===== config.mk =====
export PLATFORM = sky130hd
export DESIGN_NAME = uart_tx
export DESIGN_NICKNAME = d
export VERILOG_FILES = /design/src/rtl/uart_tx.sv
export SDC_FILE = /design/constraint.sdc
export NUM_CORES = 1
export LEC_CHECK = 0
export CORE_MARGIN = 5
export CORE_UTILIZATION = 55
export CTS_BUF_LIST = sky130_fd_sc_hd__clkbuf_2
export DETAILED_ROUTE_END_ITERATION = 6
export PLACE_DENSITY = 0.77
export SYNTH_ARGS = -nofsm -noshare
export SYNTH_HDL_FRONTEND = slang
export SYNTH_SLANG_ARGS = --single-unit

===== constraint.sdc =====
create_clock -name clk -period 3.7 [get_ports clk]
set_clock_uncertainty 0.15 [all_clocks]
set_input_delay 0.74 -clock clk [delete_from_list [all_inputs] [get_ports clk]]
set_output_delay 0.74 -clock clk [all_outputs]
set_load 0.01 [all_outputs]

===== src/rtl/uart_tx.sv =====
// UART transmitter, 8N1 framing: one start bit, eight data bits LSB-first, one stop bit.
// A byte is accepted with tx_start while idle, then shifted out on txd at CLKS_PER_BIT
// clock cycles per bit. txd, tx_busy and tx_done all come straight from flops.
module uart_tx #(
    parameter logic [15:0] CLKS_PER_BIT = 16'd434  // clk cycles per serial bit, 2..65535
) (
    input  logic       clk,
    input  logic       n_rst,
    input  logic       tx_start,
    input  logic [7:0] tx_data,
    output logic       txd,
    output logic       tx_busy,
    output logic       tx_done
);

    typedef enum logic [1:0] {
        IDLE  = 2'd0,
        START = 2'd1,
        DATA  = 2'd2,
        STOP  = 2'd3
    } state_t;

    state_t      state_q, state_d;
    logic [15:0] cnt_q,   cnt_d;    // cycles elapsed within the current bit
    logic [2:0]  idx_q,   idx_d;    // data bit currently on the line
    logic [7:0]  shift_q, shift_d;  // remaining payload, bit 0 is next out
    logic        txd_q,   txd_d;
    logic        busy_q,  busy_d;
    logic        done_q,  done_d;
    logic        bit_end;

    // Last cycle of the current bit period.
    assign bit_end = (cnt_q == CLKS_PER_BIT - 16'd1);

    // State register; reset also forces the line back high at once, aborting any frame.
    // NOTE: flops are written with <= so every register samples pre-edge values together.
    always_ff @(posedge clk or negedge n_rst) begin
        if (!n_rst) begin
            state_q <= IDLE;
            cnt_q   <= 16'd0;
            idx_q   <= 3'd0;
            shift_q <= 8'h00;
            txd_q   <= 1'b1;
            busy_q  <= 1'b0;
            done_q  <= 1'b0;
        end else begin
            state_q <= state_d;
            cnt_q   <= cnt_d;
            idx_q   <= idx_d;
            shift_q <= shift_d;
            txd_q   <= txd_d;
            busy_q  <= busy_d;
            done_q  <= done_d;
        end
    end

    // Next-state logic; registered outputs are derived from the state being entered.
    // NOTE: every signal gets a default first, so no path can leave one unassigned (no latch).
    always_comb begin
        state_d = state_q;
        cnt_d   = 16'd0;      // cleared on idle and on every bit boundary / state entry
        idx_d   = idx_q;
        shift_d = shift_q;
        done_d  = 1'b0;

        case (state_q)
            IDLE: begin
                if (tx_start) begin
                    shift_d = tx_data;
                    state_d = START;
                end
            end
            START: begin
                if (bit_end) begin
                    state_d = DATA;
                    idx_d   = 3'd0;
                end else begin
                    cnt_d = cnt_q + 16'd1;
                end
            end
            DATA: begin
                if (bit_end) begin
                    shift_d = {1'b0, shift_q[7:1]};
                    idx_d   = idx_q + 3'd1;
                    if (idx_q == 3'd7) begin
                        state_d = STOP;
                    end
                end else begin
                    cnt_d = cnt_q + 16'd1;
                end
            end
            STOP: begin
                if (bit_end) begin
                    state_d = IDLE;
                    done_d  = 1'b1;
                end else begin
                    cnt_d = cnt_q + 16'd1;
                end
            end
            default: state_d = IDLE;
        endcase

        // Line level for the cycle after this edge.
        case (state_d)
            START:   txd_d = 1'b0;
            DATA:    txd_d = shift_d[0];
            default: txd_d = 1'b1;
        endcase

        busy_d = (state_d != IDLE);
    end

    assign txd     = txd_q;
    assign tx_busy = busy_q;
    assign tx_done = done_q;

endmodule


# Yosys cells after proc, flatten, opt, wreduce, memory -nomap -nowiden
# Cells that the tools add are included.
# op_classes
addsub	2
eq_ne	10
muxes	17
reduce_logical	7
# ops
operator	n
$mux W16	2
$add A16 B1 Y16 const B	1
$eq A16 B9 Y1 const B	1
$mux W8	2
$pmux W8 S2	1
$mux W2	5
$pmux W2 S4	1
$eq A2 B2 Y1 const B	3
$mux W3	2
$ne A2 B2 Y1 const B	3
$pmux W3 S2	1
$reduce_and A3 Y1	2
$reduce_bool A2 Y1	3
$eq A2 B1 Y1 const B	2
$add A3 B1 Y3 const B	1
$eq A3 B3 Y1 const B	1
$reduce_or A3 Y1	1
$logic_not A2 Y1	1
$mux W1	2
$pmux W1 S2	1
# totals
ff_bits	32
out_inout_bits	3
word_cells	44

# Longest topological paths before layout
# Gate-level depths: netlist of run 1.
# depth
ltp_word	6
ltp_mapped	8

# Worst setup path after synthesis of run 1
# Ideal clock, no wire load.
# synth_path
kind	reg2reg
startpoint	register cnt_q[0]
endpoint	register busy_q, in the netlist tx_busy
setup_ns	0.124
arrival_ns	1.793
setup_slack_ns	1.633
path_stages_with_launch	8
n_path_buf	1
cell_sequence	dfrtp_1 -> ha_1 -> and4b_1 -> and4_4 -> buf_6 -> a311o_2 -> and2_4 -> or2_1
# synth_via
elab_chain_len	4
word_cells_on_any_way	6
# synth_lines
item	line_no	source
start: declaration	24	logic [15:0] cnt_q, cnt_d;
start signal: assignment	48	cnt_q <= cnt_d;
$eq A16 B9 Y1 (*)	33	assign bit_end = (cnt_q == CLKS_PER_BIT - 16'd1);
$mux W2, on equally long branches	93, 74, 82	
$pmux W2 S4 (*)	66	case (state_q)
named net state_d[0]	23	state_t state_q, state_d;
$reduce_bool A2 Y1 (*)	110	busy_d = (state_d != IDLE);
named net busy_d	28	logic busy_q, busy_d;
end signal: assignment	52	busy_q <= busy_d;
end: declaration	28	
# The timed path passes the listed nets; every way through them passes the cells marked *.
# A chain may end at the register's enable or synchronous reset.

# Worst setup path in the final report of run 1
# layout_path
startpoint	register txd_q, in the netlist txd
endpoint	output port txd
# layout_lines
item	line_no	source
start: declaration	27	logic txd_q, txd_d;
start signal: assignment	51	txd_q <= txd_d;
end: declaration	11	output logic txd,
# No word-level cell between the ends.

==> run summary, run 1 <==
Part of the cycle the worst path needs -> 63.4%
Post-route setup slack -> 1.35 ns
Initial DRT Pass Iterations -> 4
Data arrival, critical path -> 1.46 ns
Data required, critical path -> 2.81 ns
Layout cells sized above 1 -> 11.8%
DP HPWL -> 2000 um
Vias -> 1,133
Hold path depth -> 2
DIE AREA -> 3950 um2
Post-synth EDFFs -> 0
Sw frac -> 28.0%
Pin count of the biggest net entering global routing -> 33
Top post-synthesis cells by area -> dfrtp_1 (50%), xor2_1 (5.7%), nand2_1 (5.6%)
First-pass GRT wire length -> 4710 um
Antenna Violating Nets Remaining -> 0
Initial Util -> 56.7%
Syn Inst Count -> 152
Max frequency -> 426 MHz
Reg2Reg Setup Slack -> 1.55 ns
Rows -> 19
Setup TNS -> 0 ns
#FFs+latches synth -> 32
Port Buffers -> 13
Final Setup Violations -> 0
Top FF cell, synth -> dfrtp_1
Root Driver -> clkbuf_2
Peak VDD IR -> 0.000431 V
Initial antenna violation count -> 0
Routed WL -> 2810 um
Yosys warning count -> 0
Gate power share -> 14.4%
Ys async rst share -> 100%
Leakage -> 0.831 nW
Die Width -> 62.9 um
Status -> complete, no violations
Core area -> 2710 um2
Max-slew headroom -> 74.1%
Internal power -> 0.000568 W
Worst Hold End -> shift_q[2]$_DFFE_PN0P_
Seq/Total Area, Yosys -> 52.2%
Worst reg2reg path startpoint -> cnt_q[0]$_DFF_PN0_
Yosys top cell by area -> dfrtp_1
H-tree depth -> 2
Wire per inst -> 14.1 um
CTS sink count -> 32
Worst Path Max Fanout -> 1
Design Area, Final -> 1740 um2
Cell family with most CP delay -> flip-flops
Hold Startpoint -> shift_q[2]$_DFFE_PN0P_
RSZ-0062 raised after global routing -> false
Overflow after GRT -> 0
Fin crit period -> 2.35 ns
NetSw -> 0.000221 W
Worst Setup Start Kind -> flop
Max-cap viol count -> 0
Hold WC Path Type -> reg -> reg
Worst path buffer plus inverter count -> 1
Final hold violations -> 0
Post-Syn Area -> 1540 um2
R2r endpoint -> txd$_DFF_PN1_
I/O pin count -> 14
Place WS -> 1.21 ns
Number of global-route vias before repair -> 1,097
Worst-path cell chain -> clkdlybuf4s50_1
Max Transition Viols Final -> 0
Overall Global Routing Usage -> 15.6%
Antenna cells -> 0
Post-DP Area -> 1680 um2
Clock Tree Buf Depth -> 2
Avg Vias per Cell -> 5.67
CTS tree -> built
Syn Nets -> 167
WS Path Type -> reg -> out
R2R cell count -> 6
Yosys cell types -> 40
Clock power frac -> 28.8%
Critical Path End Type -> output port
Placer Congestion -> 0.768
Post-CTS Hold Fix Bufs -> 0
Worst-path clk slew -> 0.15 ns
Part of the power in registers -> 56.8%
Layout area overhead -> 13.5%
Post-Syn Area per Cell -> 10.1 um2
Largest stage delay on the critical path -> 0.56 ns
Fill cells -> 243
Nets -> 183
CP max-delay cell -> dfstp_2
Num CTS Buffers -> 5
# DRC -> 0
Resize count post-CTS -> 0
Final hold slack -> 0.354 ns
Synth top area share -> 50.5%
Pwr dens -> 452 nW/um2
Slew @ Worst Pin -> 0.388 ns
Setup Buffers After CTS -> 0
Worst skew pair latency -> 0.39 ns
Die height -> 62.9 um
First DRT Iteration DRCs -> 78
==> routing by layer <==
metal	share of wire, %	track usage [%]	up-vias
met5	0	0	-
met4	2.4	9.28	0
met3	7.1	7.73	6
met2	48	24.4	28
met1	42	16.8	539
li1	-	-	560
==> kinds of logic (layout without fill, tap and decap cells) <==
| logic type | after synthesis | after routing | synth area share [%] |
|---|---|---|---|
| buffers and inverters | 9 | 26 | 3.01 |
| and+or+nand+nor | 70 | 70 | 23.2 |
| AOI/OAI and AO/OA | 25 | 25 | 11.5 |
| DFF | 32 | 32 | 52.2 |
| xor gates and xnor gates | 12 | 12 | 6.84 |
| adders and majority gates | 4 | 4 | 3.26 |
==> cell usage after synthesis (2+ instances only) <==
master   count
xnor2_1      2
ha_1         4
a21o_2       2
a21oi_1      5
xor2_1      10
o21ai_0      6
a22oi_1      6
nor2_1      15
and3_2       3
buf_2        3
nand2_1     23
dfrtp_1     31
or3_1        2
nand3_1      7
inv_1        3
and3_1       4
nand4_1      3
==> stage by stage <==
| step | util [%] | power [W] | instances |
|---|---|---|---|
| 2_1_floorplan | - | 0.000525 | 152 |
| 3_3_place_gp | 62.0 | 0.000561 | 192 |
| 3_5_place_dp | 62.0 | 0.000569 | 192 |
| 4_1_cts | 64.4 | 0.000801 | 200 |
| 5_1_grt | 64.4 | 0.000857 | 200 |
| 6_report | 64.4 | 0.000788 | 200 |
==> sequential cells by signal (all words and copies together), names as in the netlist <==
register and cells:
cnt_q 16, shift_q 8, tx_done 1, tx_busy 1
txd 1, idx_q 3, state_q 2
==> cell usage in the layout (no fill, tap or decap), drive strengths merged, types with 2 or more instances in the layout <==
master and instances:
a21oi 5, clkdlybuf4s50 13, or3 2, nand4 3, inv 4, a21o 2, ha 4, xnor2 2
and4 2, xor2 10, clkinv 2, clkbuf 5, and2 4, o21ai 6, nor2 15, nand3 7
dfrtp 31, and3 7, nand2 23, a22oi 6
==> power by group through the flow <==
| stage | Combinational [W] | Clock, W | Sequential, W |
|---|---|---|---|
| global route | 0.000134 | 0.000266 | 0.000456 |
| global placement | 0.000112 | 0 | 0.000449 |
| detailed placement | 0.000116 | 0 | 0.000454 |
| CTS | 0.000117 | 0.000237 | 0.000447 |
| floorplan | 0.0000833 | 0 | 0.000442 |
| finish | 0.000114 | 0.000227 | 0.000448 |
==> area by class of cell <==
cell class              count  area (um2)  area share [%]
multi-input cells         111         688            39.5
clock buffers               5        25.0            1.43
well taps                  31        38.8            2.22
flip-flops and latches     32         802            46.0
inverters                   4        15.0           0.861
repair buffers             14         138            7.89
clock inverters             3        37.5            2.15
==> worst max path at each step <==
stage               slack [ns]                 to  cells past startpoint               start
global placement          1.27      txd$_DFF_PN1_                      5            tx_start
floorplan                 1.63  tx_busy$_DFF_PN0_                      7  cnt_q[0]$_DFF_PN0_
CTS                       1.31                txd                      1       txd$_DFF_PN1_
finish                    1.35                txd                      1       txd$_DFF_PN1_
global route              1.25                txd                      1       txd$_DFF_PN1_
detailed placement        1.21      txd$_DFF_PN1_                      5            tx_start
Power figures use the tool's default switching activity.
==> run 2, diff against run 1 <==
Settings changed: CORE_UTILIZATION 55 to 53.
Clock period 3.7 ns to 1.9 ns, I/O delays scaled along.
==> run summary, run 2 (synthesized netlist as in run 1, its figures left out) <==
Worst Path Max Fanout -> 7 (+6)
Slew @ Worst Pin -> 0.388 ns (+0.000215 ns)
Die Width -> 63.8 um (+1.6%)
WS Path Type -> reg -> reg
Most common library cell in the layout ignoring fill and taps -> dfrtp_1
Initial DRT Pass Iterations -> 4 (unchanged)
# DRC -> 0 (unchanged)
Max Transition Viols Final -> 0 (unchanged)
First DRT Iteration DRCs -> 82 (+5.1%)
Critical Path End Type -> flop
Final Setup Violations -> 1 (+1)
Worst Setup Start Kind -> flop
Clock Tree Buf Depth -> 2 (unchanged)
Nets -> 201 (+9.8%)
Reg2Reg Setup Slack -> -0.0002 ns (-1.55 ns)
Number of global-route vias before repair -> 1,259 (+15%)
Root Driver -> clkbuf_2
Max frequency -> 526 MHz
Layout cells sized above 1 -> 23.5% (+12 points)
DIE AREA -> 4080 um2 (+3.2%)
First-pass GRT wire length -> 5460 um (+16%)
CTS tree -> built
Total power -> 0.00150 W (+91%)
Initial Util -> 55.7% (-0.98 points)
H-tree depth -> 2 (unchanged)
Placer Congestion -> 0.856 (+11%)
Final hold slack -> 0.237 ns (-0.117 ns)
Max reg flops -> 16 (unchanged)
Most frequent cells in the layout -> dfrtp_1 (31), nand2_1 (23), buf_4 (19)
RSZ-0062 raised after global routing -> true
Setup TNS -> -0.000186 ns (-0.000186 ns)
Overall Global Routing Usage -> 16.7% (+1.1 points)
Fin crit period -> 1.90 ns
Peak VDD IR -> 0.000698 V (+62%)
Data required, critical path -> 2.01 ns (-0.80 ns)
Routed WL -> 3060 um (+8.9%)
Layout area overhead -> 22.6%
Status -> finished with violations
Part of the cycle the worst path needs -> 100%
Antenna Violating Nets Remaining -> 0 (unchanged)
Failing checks -> setup timing
Final hold violations -> 0 (unchanged)
Design Area, Final -> 1880 um2 (+8.0%)
Worst skew pair latency -> 0.35 ns (-0.04 ns)
Hold WC Path Type -> in -> async
Post-route setup slack -> -0.000186 ns (-1.35 ns)
Avg Vias per Cell -> 5.66 (-0.16%)
Antenna cells -> 0 (unchanged)
Num CTS Buffers -> 5 (unchanged)
Max-slew headroom -> 74.1% (about the same)
Post-DP Area -> 1780 um2 (+6.0%)
Top reg by flops -> cnt_q
I/O pin count -> 14 (unchanged)
Leakage -> 0.913 nW (+9.8%)
Top Registers -> cnt_q: 16 flops, shift_q: 8 flops, idx_q: 3 flops
Port Buffers -> 13 (unchanged)
Pwr dens -> 799 nW/um2 (+77%)
Place WS -> -0.0312 ns (-1.24 ns)
Wire per inst -> 14.0 um (-0.13%)
Worst-path clk slew -> 0.15 ns (about the same)
Data arrival, critical path -> 2.01 ns (+0.55 ns)
DP HPWL -> 2150 um (+7.2%)
Post-CTS Hold Fix Bufs -> 0 (unchanged)
Die height -> 63.8 um (+1.6%)
Initial antenna violation count -> 0 (unchanged)
Vias -> 1,233 (+8.8%)
Core area -> 2760 um2 (+1.8%)
CTS sink count -> 32 (unchanged)
Overflow after GRT -> 0 (unchanged)
Pin count of the biggest net entering global routing -> 33 (unchanged)
Rows -> 19 (unchanged)
Max-cap viol count -> 0 (unchanged)
==> run 2: critical path: stages, from the launching register on <==
cell and delay, ns:
dfrtp_1 0.37, inv_1 0.05, ha_2 0.16, and4b_1 0.18, and4_4 0.19, a311o_2 0.39
and2_4 0.14, or2_1 0.19
==> run 2: stage by stage <==
step	util (%)	instances
after CTS	66.7	215
after detailed placement	64.6	205
after global routing	68.3	218
final	68.3	218
after global placement	64.6	205
after floorplan	-	152
==> run 2: what timing repair did <==
item,4_1_cts,5_1_grt
gates resized for setup,2,8
pin swaps,0,4
endpoints found under the hold margin,0,0
buffers inserted,2,3
endpoints found under the setup margin,3,11
==> run 2: cell type report <==
cell class / count / area [um2]
timing repair buffer: 32 / 272
clock inverter: 2 / 7.51
clock buffer: 6 / 30.0
inverter: 4 / 15.0
multi-input combinational: 111 / 719
sequential: 32 / 802
fill: 219 / 873
tap: 31 / 38.8
==> run 2: path summary, 6_finish.rpt <==
check,end,startpoint,depth (start not counted)
min in group clk,shift_q[6]$_DFFE_PN0P_,shift_q[6]$_DFFE_PN0P_,2
hold / removal,shift_q[7]$_DFFE_PN0P_,n_rst,2
setup / recovery,tx_busy$_DFF_PN0_,cnt_q[1]$_DFF_PN0_,7
max in group asynchronous,txd$_DFF_PN1_,n_rst,2
hold reg to reg,shift_q[6]$_DFFE_PN0P_,shift_q[6]$_DFFE_PN0P_,2
setup reg to reg,tx_busy$_DFF_PN0_,cnt_q[1]$_DFF_PN0_,7
==> run 2: layer usage <==
layer | wire length [um] | track usage, % | share of wire (%)
met2 | 1460 | 28.3 | 48
met4 | 51 | 6.23 | 1.7
met3 | 187 | 5.95 | 6.1
met5 | 0 | 0 | 0
met1 | 1360 | 19.3 | 44
==> run 2: power by group <==
group          total (W)  internal (W)  switching [W]
logic           0.000364      0.000195       0.000169
clock network   0.000300     0.0000886       0.000211
registers       0.000841      0.000774      0.0000670
total            0.00150       0.00106       0.000447
